[src/rtl/ex_forward_ctrl_pkg.sv]
// Shared definitions for the EX-stage forwarding / load-use hazard controller.
// Latency: n/a (types, constants and a combinational helper only).
// Backpressure: n/a.
package ex_forward_ctrl_pkg;

   // Default register-address width of the 64-bit core (32 architectural registers).
   localparam int unsigned REG_AW_DEFAULT = 5;

   // Operand-mux selects driven toward the EX-stage 3-input muxes.
   localparam logic [1:0] FWD_REG = 2'b00;  // register-file read data
   localparam logic [1:0] FWD_WB  = 2'b01;  // result being written back
   localparam logic [1:0] FWD_MEM = 2'b10;  // ALU result sitting in MEM

   // Destination bookkeeping carried by every pipeline slot at the default width.
   typedef struct packed {
      logic                      valid;
      logic [REG_AW_DEFAULT-1:0] rd;
      logic                      reg_write;
      logic                      mem_read;
   } slot_t;

   // Priority encode one operand's select: the younger producer (MEM) wins
   // over the older one (WB); 2'b11 is unreachable by construction.
   function automatic logic [1:0] fwd_sel(input logic mem_hit, input logic wb_hit);
      logic [1:0] sel;
      sel = FWD_REG;
      if (mem_hit) begin
         sel = FWD_MEM;
      end else if (wb_hit) begin
         sel = FWD_WB;
      end
      return sel;
   endfunction

endpackage

[src/rtl/ctrl_slot_reg.sv]
// One pipeline control slot: a W-bit register that can be loaded or bubbled.
// Latency: one cycle from d_i to q_o; reset clears the slot immediately.
// Backpressure: none; bubble_i overrides load_i, load_i=0 holds the slot.
module ctrl_slot_reg #(
   parameter int unsigned W = 8
) (
   input  logic         clk,
   input  logic         reset,
   input  logic         load_i,
   input  logic         bubble_i,
   input  logic [W-1:0] d_i,
   output logic [W-1:0] q_o
);

   logic [W-1:0] slot_q;
   logic [W-1:0] slot_d;

   // Next slot contents: a bubble (all zero) beats a load, otherwise hold.
   always_comb begin
      slot_d = slot_q;
      if (bubble_i) begin
         slot_d = '0;
      end else if (load_i) begin
         slot_d = d_i;
      end
   end

   // Slot storage; an asynchronous reset leaves a bubble behind.
   always_ff @(posedge clk or posedge reset) begin
      if (reset) begin
         slot_q <= '0;
      end else begin
         slot_q <= slot_d;
      end
   end

   assign q_o = slot_q;

endmodule

[src/rtl/ex_forward_ctrl.sv]
// Shadows ID/EX, EX/MEM, MEM/WB destination bookkeeping to drive EX operand selects and the load-use stall.
// Latency: selects valid the cycle an instruction sits in ID/EX, combinational from the slots; stall is combinational.
// Backpressure: stall holds PC and IF/ID for one cycle per load-use and bubbles ID/EX; flush bubbles ID/EX only.
module ex_forward_ctrl
   import ex_forward_ctrl_pkg::*;
#(
   parameter int unsigned REG_AW = REG_AW_DEFAULT,
   parameter int unsigned CNT_W  = 32
) (
   input  logic              clk,
   input  logic              reset,
   input  logic              id_valid,
   input  logic [REG_AW-1:0] id_rs1,
   input  logic [REG_AW-1:0] id_rs2,
   input  logic [REG_AW-1:0] id_rd,
   input  logic              id_reg_write,
   input  logic              id_mem_read,
   input  logic              flush,
   output logic [1:0]        forward_a,
   output logic [1:0]        forward_b,
   output logic              stall,
   output logic [CNT_W-1:0]  stall_count
);

   // Slot layout at this instance's register width.
   typedef struct packed {
      logic              valid;
      logic [REG_AW-1:0] rd;
      logic              reg_write;
      logic              mem_read;
   } pipe_slot_t;

   // ID/EX additionally remembers the sources it will read in EX.
   typedef struct packed {
      pipe_slot_t        slot;
      logic [REG_AW-1:0] rs1;
      logic [REG_AW-1:0] rs2;
   } idex_slot_t;

   localparam int unsigned SLOT_W = $bits(pipe_slot_t);
   localparam int unsigned IDEX_W = $bits(idex_slot_t);
   localparam logic [CNT_W-1:0] CNT_ONE = {{(CNT_W-1){1'b0}}, 1'b1};

   idex_slot_t       idex_d;
   idex_slot_t       idex_q;
   pipe_slot_t       exmem_q;
   pipe_slot_t       memwb_q;
   logic             idex_bubble;
   logic             mem_hit_a;
   logic             mem_hit_b;
   logic             wb_hit_a;
   logic             wb_hit_b;
   logic [CNT_W-1:0] stall_count_q;
   logic [CNT_W-1:0] stall_count_d;

   // Capture the ID instruction; an invalid ID slot must never look like a writer or a load.
   always_comb begin
      idex_d                = '0;
      idex_d.slot.valid     = id_valid;
      idex_d.slot.rd        = id_rd;
      idex_d.slot.reg_write = id_valid & id_reg_write;
      idex_d.slot.mem_read  = id_valid & id_mem_read;
      idex_d.rs1            = id_rs1;
      idex_d.rs2            = id_rs2;
   end

   // Redirect or load-use both replace the instruction entering EX with a bubble.
   assign idex_bubble = flush | stall;

   ctrl_slot_reg #(.W(IDEX_W)) u_idex (
      .clk      (clk),
      .reset    (reset),
      .load_i   (1'b1),
      .bubble_i (idex_bubble),
      .d_i      (idex_d),
      .q_o      (idex_q)
   );

   ctrl_slot_reg #(.W(SLOT_W)) u_exmem (
      .clk      (clk),
      .reset    (reset),
      .load_i   (1'b1),
      .bubble_i (1'b0),
      .d_i      (idex_q.slot),
      .q_o      (exmem_q)
   );

   ctrl_slot_reg #(.W(SLOT_W)) u_memwb (
      .clk      (clk),
      .reset    (reset),
      .load_i   (1'b1),
      .bubble_i (1'b0),
      .d_i      (exmem_q),
      .q_o      (memwb_q)
   );

   // The load/store flag of the oldest slot has no consumer here; it is kept so
   // all three slots carry identical bookkeeping.
   logic unused_memwb_mem_read;
   assign unused_memwb_mem_read = memwb_q.mem_read;

   // Producer-match detection; x0 is hard-wired zero so it is never forwarded.
   always_comb begin
      mem_hit_a = exmem_q.valid && exmem_q.reg_write && (exmem_q.rd != '0) && (exmem_q.rd == idex_q.rs1);
      mem_hit_b = exmem_q.valid && exmem_q.reg_write && (exmem_q.rd != '0) && (exmem_q.rd == idex_q.rs2);
      wb_hit_a  = memwb_q.valid && memwb_q.reg_write && (memwb_q.rd != '0) && (memwb_q.rd == idex_q.rs1);
      wb_hit_b  = memwb_q.valid && memwb_q.reg_write && (memwb_q.rd != '0) && (memwb_q.rd == idex_q.rs2);
   end

   // Operand selects with the younger producer taking priority.
   always_comb begin
      forward_a = fwd_sel(mem_hit_a, wb_hit_a);
      forward_b = fwd_sel(mem_hit_b, wb_hit_b);
   end

   // Load in EX whose result a real ID instruction needs next cycle: hold one cycle.
   always_comb begin
      stall = idex_q.slot.mem_read && (idex_q.slot.rd != '0) && id_valid &&
              ((idex_q.slot.rd == id_rs1) || (idex_q.slot.rd == id_rs2));
   end

   // Stall-cycle counter, saturating at all-ones.
   always_comb begin
      stall_count_d = stall_count_q;
      if (stall && (stall_count_q != '1)) begin
         stall_count_d = stall_count_q + CNT_ONE;
      end
   end

   // Counter storage.
   always_ff @(posedge clk or posedge reset) begin
      if (reset) begin
         stall_count_q <= '0;
      end else begin
         stall_count_q <= stall_count_d;
      end
   end

   assign stall_count = stall_count_q;

endmodule

[config.mk]
export PLATFORM = sky130hd
export DESIGN_NAME = ex_forward_ctrl
export DESIGN_NICKNAME = d
export VERILOG_FILES = /design/src/rtl/ex_forward_ctrl_pkg.sv /design/src/rtl/ctrl_slot_reg.sv /design/src/rtl/ex_forward_ctrl.sv
export SDC_FILE = /design/constraint.sdc
export NUM_CORES = 1
export LEC_CHECK = 0
export CORE_MARGIN = 3
export CORE_UTILIZATION = 34
export CTS_CLUSTER_SIZE = 28
export DETAILED_ROUTE_END_ITERATION = 10
export GPL_TIMING_DRIVEN = 0
export PLACE_DENSITY_LB_ADDON = 0.3
export SETUP_SLACK_MARGIN = 0.5
export SLEW_MARGIN = 20
export SYNTH_ARGS = -nofsm -noshare
export SYNTH_HDL_FRONTEND = slang
export SYNTH_SLANG_ARGS = --single-unit
[constraint.sdc]
create_clock -name clk -period 2 [get_ports clk]
set_input_delay 0.3 -clock clk [delete_from_list [all_inputs] [get_ports clk]]
set_output_delay 0.3 -clock clk [all_outputs]
set_load 0.02 [all_outputs]
Yosys cells after proc, flatten, opt, wreduce, memory -nomap -nowiden
Cells that the tools add are included.

Bits in registers: 66. Bits in latches: 0. Memory bits (writable): 0. Memory bits (read-only): 0. Input bits: 21. Output and inout port bits: 37. Word-level logic and storage cells: 36. Memories kept: 0.

Add/subtract/negate cells: 1. $mul: 0. Div/mod/pow operators: 0. $lt $le $gt $ge: 0. Equality and inequality tests: 7. Shift-type cells: 0. Multiplexer cells: 5. Bitwise logic cells: 3. Reductions and logical operators: 16.

Operator list (number): adder 32 x 1 -> 32 bit, second input constant (1); != test 32 bit, second input constant (1); equality test 5 bit (6); two-way mux 18 bit (1); nonzero test 5 bit (3); logical AND 1 bit (12); two-way mux 2 bit (2); AND 1 bit (2); two-way mux 1 bit (2); logical OR 1 bit (1); OR 1 bit (1).

Longest topological paths before layout
Depth after elaboration: 6. Mapped depth: 8. Depth with buffers taken out: 6.

Hierarchy
A second synthesis with hierarchy kept.

Cell total of the unflattened synthesis: 320. Area total of the unflattened synthesis: 3448.3 µm².

Modules (own cells, without submodules): ex_forward_ctrl (times used 1, cells each 207, area an instance 2047.0 µm², sequential area each 800.8 µm²); ctrl_slot_reg at u_idex (times used 1, cells each 59, area an instance 743.2 µm², sequential area each 450.4 µm²); ctrl_slot_reg at u_exmem ... (times used 2, cells each 27, area an instance 329.1 µm², sequential area each 200.2 µm²).

Worst setup path before layout
OpenSTA, ideal clock, no wires.

Path kind: register to output. Start: reg u_exmem.slot_q[3], in the netlist u_exmem.q_o[3]. End: out forward_a[0]. Arrival: 1.927 ns. Required time: 1.700 ns. Path slack: -0.227 ns. Stages on the path, launching flop included: 5. Path buffers: 0. Cell sequence: dfrtp_1 -> or4_1 -> o211ai_1 -> nor4_1 -> nor4_1.

Word-level cells in the longest chain between the ends: 4. Elaborated cells between the ends (all ways): 5. Classes of those cells: eq/ne: 1; mux: 1; reduce/logical: 3.

RTL lines: from (decl) (line ctrl_slot_reg.sv:15) `logic [W-1:0] slot_q;`; from (signal assigned) (line ctrl_slot_reg.sv:33) `slot_q <= slot_d;`; nonzero test 5 bit (line ex_forward_ctrl.sv:104) `mem_hit_a = exmem_q.valid && exmem_q.reg_write && (exmem_q.rd != '0) && (exmem_q.rd == idex_q.rs1);`; logical AND 1 bit (line ex_forward_ctrl.sv:104); logical AND 1 bit * (line ex_forward_ctrl.sv:104); named net mem_hit_a (line ex_forward_ctrl.sv:49) `logic mem_hit_a;`; two-way mux 2 bit * (line ex_forward_ctrl_pkg.sv:27) `if (mem_hit) begin`; to (decl) (line ex_forward_ctrl.sv:19) `output logic [1:0] forward_a,`.

The timed path passes the listed nets; every way through them passes the cells marked *.

Final worst setup path
Start: reg u_memwb.slot_q[6], in the netlist u_memwb.q_o[6]. End: out forward_a[0].

Word-level cells in the longest chain between the ends: 5. Elaborated cells between the ends (all ways): 6. Classes of those cells: eq/ne: 1; mux: 2; reduce/logical: 3.

RTL lines: from (decl) (line ctrl_slot_reg.sv:15); from (signal assigned) (line ctrl_slot_reg.sv:33); nonzero test 5 bit (line ex_forward_ctrl.sv:106) `wb_hit_a = memwb_q.valid && memwb_q.reg_write && (memwb_q.rd != '0) && (memwb_q.rd == idex_q.rs1);`; logical AND 1 bit (line ex_forward_ctrl.sv:106); logical AND 1 bit * (line ex_forward_ctrl.sv:106); two-way mux 1 bit * (line ex_forward_ctrl_pkg.sv:29) `end else if (wb_hit) begin`; two-way mux 2 bit * (line ex_forward_ctrl_pkg.sv:27).

Mark *: on every way between the ends. The rest lies on a longest branch, timed or not.

==> results by group <==
Placement
  – Placed cell areas: 3819 sq um
  – Pre-CTS setup slack: -652.8 ps
  – Post-DP HPWL: 4710 microns
  – PortBufs: 57
  – RePlAce Congestion: 0.7608

Yosys
  – Synth Area in Compound Gates: 1.323%
  – Adder-cell share of the synthesized area: 0.4266%
  – Largest family of logic cells by synthesized area: simple AND/OR/NAND/NOR gates
  – Most common cell in the synthesized netlist: dfrtp_1
  – EDFF count, synth: 0
  – Post-Synthesis Cells: 243
  – Top FF cell, synth: dfrtp_1
  – Cell taking the most area after synthesis: dfrtp_1
  – Syn Area/Cell: 12.07 sq um
  – Synth top area share: 54.61%
  – Synth Cell Area: 2933 sq um
  – Synth area leaders: dfrtp_1 55%, xnor2_1 12%, xor2_1 6.0%
  – Yosys cell types: 37
  – Top post-synthesis cells by count: 64 x dfrtp_1, 41 x xnor2_1, 20 x and2_1, 20 x xor2_1, 16 x nand4_1
  – Simple-gate share of the synthesized area: 23.17%
  – Post-synthesis sequential area ratio: 54.61%
  – Synth Area in XOR/XNOR: 18.22%
  – Synth async-reset ratio: 100.0%
  – Post-synthesis mux area share: 0.3840%
  – Syn. warnings: 0
  – Post-synthesis register bit count: 64
  – Post-synth net total: 265

Routing
  – Vias per cell: 4.855
  – DR pass1 iterations: 4
  – Total Wirelength: 7621 microns
  – DRC errors left: 0
  – Routed Antenna Nets: 0
  – Via count: 2316
  – Routed length per instance: 15.98 microns
  – DR iter-0 viols: 79

GRT
  – Initial antenna violation count: 0
  – Vias in the first global route: 2580
  – Global-route wire length before repair: 12520 microns
  – Grt total ovfl: 0
  – Largest net degree at the start of global routing: 35
  – GRT Util Overall: 16.13%

STA
  – Pins Over Slew Limit: 0
  – Setup Skew: 8.326 ps
  – Fmax: 440.0 MHz
  – RSZ-0062 raised after global routing: true
  – Post-route clock period utilization: 113.6%
  – Post-layout min period: 2273 ps
  – Final WS setup: -272.9 ps
  – Final hold vios: 0
  – Slew headroom: 45.86%
  – Worst-margin pin slew: 807.7 ps
  – Final hold slack: 340.9 ps
  – Setup violators final: 9

Status
  – Failing checks: setup timing
  – Status: complete, but fails checks

Floorplanning
  – FP Rows: 33
  – Die Ht: 98.88 microns
  – Core area: 8299 sq um
  – Starting Density: 35.34%
  – IO Count: 58
  – Die span in x: 98.88 microns
  – Full die area: 9776 sq um

Critical path
  – Setup crit end kind: primary output
  – Worst R2R Path Depth: 6
  – Reg2Reg Setup Slack: -40 ps
  – Critical Path RT: 1700 ps
  – Crit Path Class: reg2out
  – Arr. time, crit path: 1970 ps
  – Critical Path Start Type: flip-flop
  – Crit-path max FO: 3

Clocking
  – CTS tree: done
  – Worst-Skew Late Latency: 340 ps
  – Clk Tree Root Cell: clkbuf_8
  – H-Tree Depth: 3
  – Clock transition at the registers of the reported paths: 70 ps
  – Clock Path Buffers: 2
  – Post-CTS Hold Buffers: 0
  – Clk sinks: 64
  – Num CTS Buffers: 9

Power and ir drop
  – Pwr Density: 576.4 nW/um^2
  – Worst VDD drop: 0.3302 mV
  – Leak Pwr: 0.002127 uW

Min path
  – Worst Hold Depth: 0
  – Worst Hold Class: reg2reg

Finish
  – Diodes inserted: 0
  – Footprint of the multi-input gates: 1595 sq um
  – Area growth from synthesis to layout: 59.22%
  – Final Cell Area: 4669 sq um
  – Storage cell area: 1638 sq um
  – Filler Cells Inserted: 698
  – Final nets: 389
  – Layout cell share with drive strength beyond 1: 50.00%

Flow run
  – Max cap viols: 0
cells by family (layout without fill, tap and decap cells):
family,count (synthesis),in the layout
adder cells (fa/ha/maj),1,1
flip-flops,64,64
XOR/XNOR,61,61
AND/OR/NAND/NOR,103,103
AO/OA/AOI/OAI,5,5
buffers and inverters,8,137
multiplexers,1,1
worst max-delay path: stages (launching register included):
cell      delay (ps)
dfrtp_1          390
or4_1            130
o211ai_1         100
or4_4            570
nor4_4           270
buf_4            180
through the flow:
step / utilization, % / setup TNS [ps] / std cells / power (uW)
after floorplan: - / -24.16 / 243 / 1499
after global placement: 45.77 / -9672 / 405 / 1585
after detailed placement: 46.01 / -11030 / 406 / 1595
after CTS: 55.89 / -1583 / 474 / 2707
after global routing: 56.26 / -4330 / 477 / 2799
final: 56.26 / -1154 / 477 / 2691
cell usage in the layout, fill, tap and decap left out, types with 5 or more instances in the layout:
master	Yosys	routed
clkdlybuf4s15_2	0	10
buf_4	2	47
dfrtp_2	0	29
clkdlybuf4s50_1	0	20
xor2_1	20	20
and2_1	20	14
nand2_1	12	8
or4_4	0	5
xnor2_1	41	36
xnor2_2	0	5
nand3_1	11	6
dlygate4sd2_1	0	8
buf_8	0	5
nand4_1	16	16
and3_1	9	9
clkbuf_2	1	12
buf_6	2	12
and2_4	0	6
dfrtp_1	64	35
clkbuf_8	0	12
timing repair:
item	CTS	global route
pin swaps	39	24
setup buffers	49	3
endpoints found under the setup margin	87	68
gates resized for setup	134	31
gates cloned	3	0
sequential cells by signal (all words and copies together), names as in the netlist:
signal,flops
u_idex.q_o,18
stall_count,32
u_memwb.q_o,7
u_exmem.q_o,7
power breakdown:
| part | switching, uW | internal, uW | total, uW |
|---|---|---|---|
| combinational | 121 | 147 | 268 |
| sequential | 38.3 | 1330 | 1370 |
| clock | 505 | 549 | 1050 |
worst paths after layout:
kind                                               end                        from
setup / recovery                          forward_a[0]    u_memwb.q_o[6]$_DFF_PP0_
hold / removal                u_exmem.q_o[7]$_DFF_PP0_    u_idex.q_o[17]$_DFF_PP0_
setup reg to reg            stall_count[1]$_DFFE_PP0P_  stall_count[3]$_DFFE_PP0P_
hold reg to reg               u_exmem.q_o[7]$_DFF_PP0_    u_idex.q_o[17]$_DFF_PP0_
max in group asynchronous  stall_count[23]$_DFFE_PP0P_                       reset
min in group asynchronous   stall_count[7]$_DFFE_PP0P_                       reset
metal layers:
| layer | vias to the layer above | track usage, % | share of wire [%] | wire (microns) |
|---|---|---|---|---|
| met3 | 10 | 4.105 | 3.3 | 250 |
| li1 | 1101 | - | - | - |
| met4 | 0 | 5.462 | 1.7 | 129 |
| met1 | 1160 | 20.15 | 43 | 3256 |
| met2 | 45 | 27.17 | 52 | 3986 |
| met5 | - | 0 | 0 | 0 |
layout make-up:
class	count	share of cell area [%]
clock buffer	12	3.537
buffer	6	1.527
sequential	64	35.07
timing repair buffer	113	22.05
tap	105	2.814
multi-input combinational	171	34.16
clock inverter	4	0.5895
inverter	2	0.2412
Note: power is estimated with default switching activity, not from simulation.
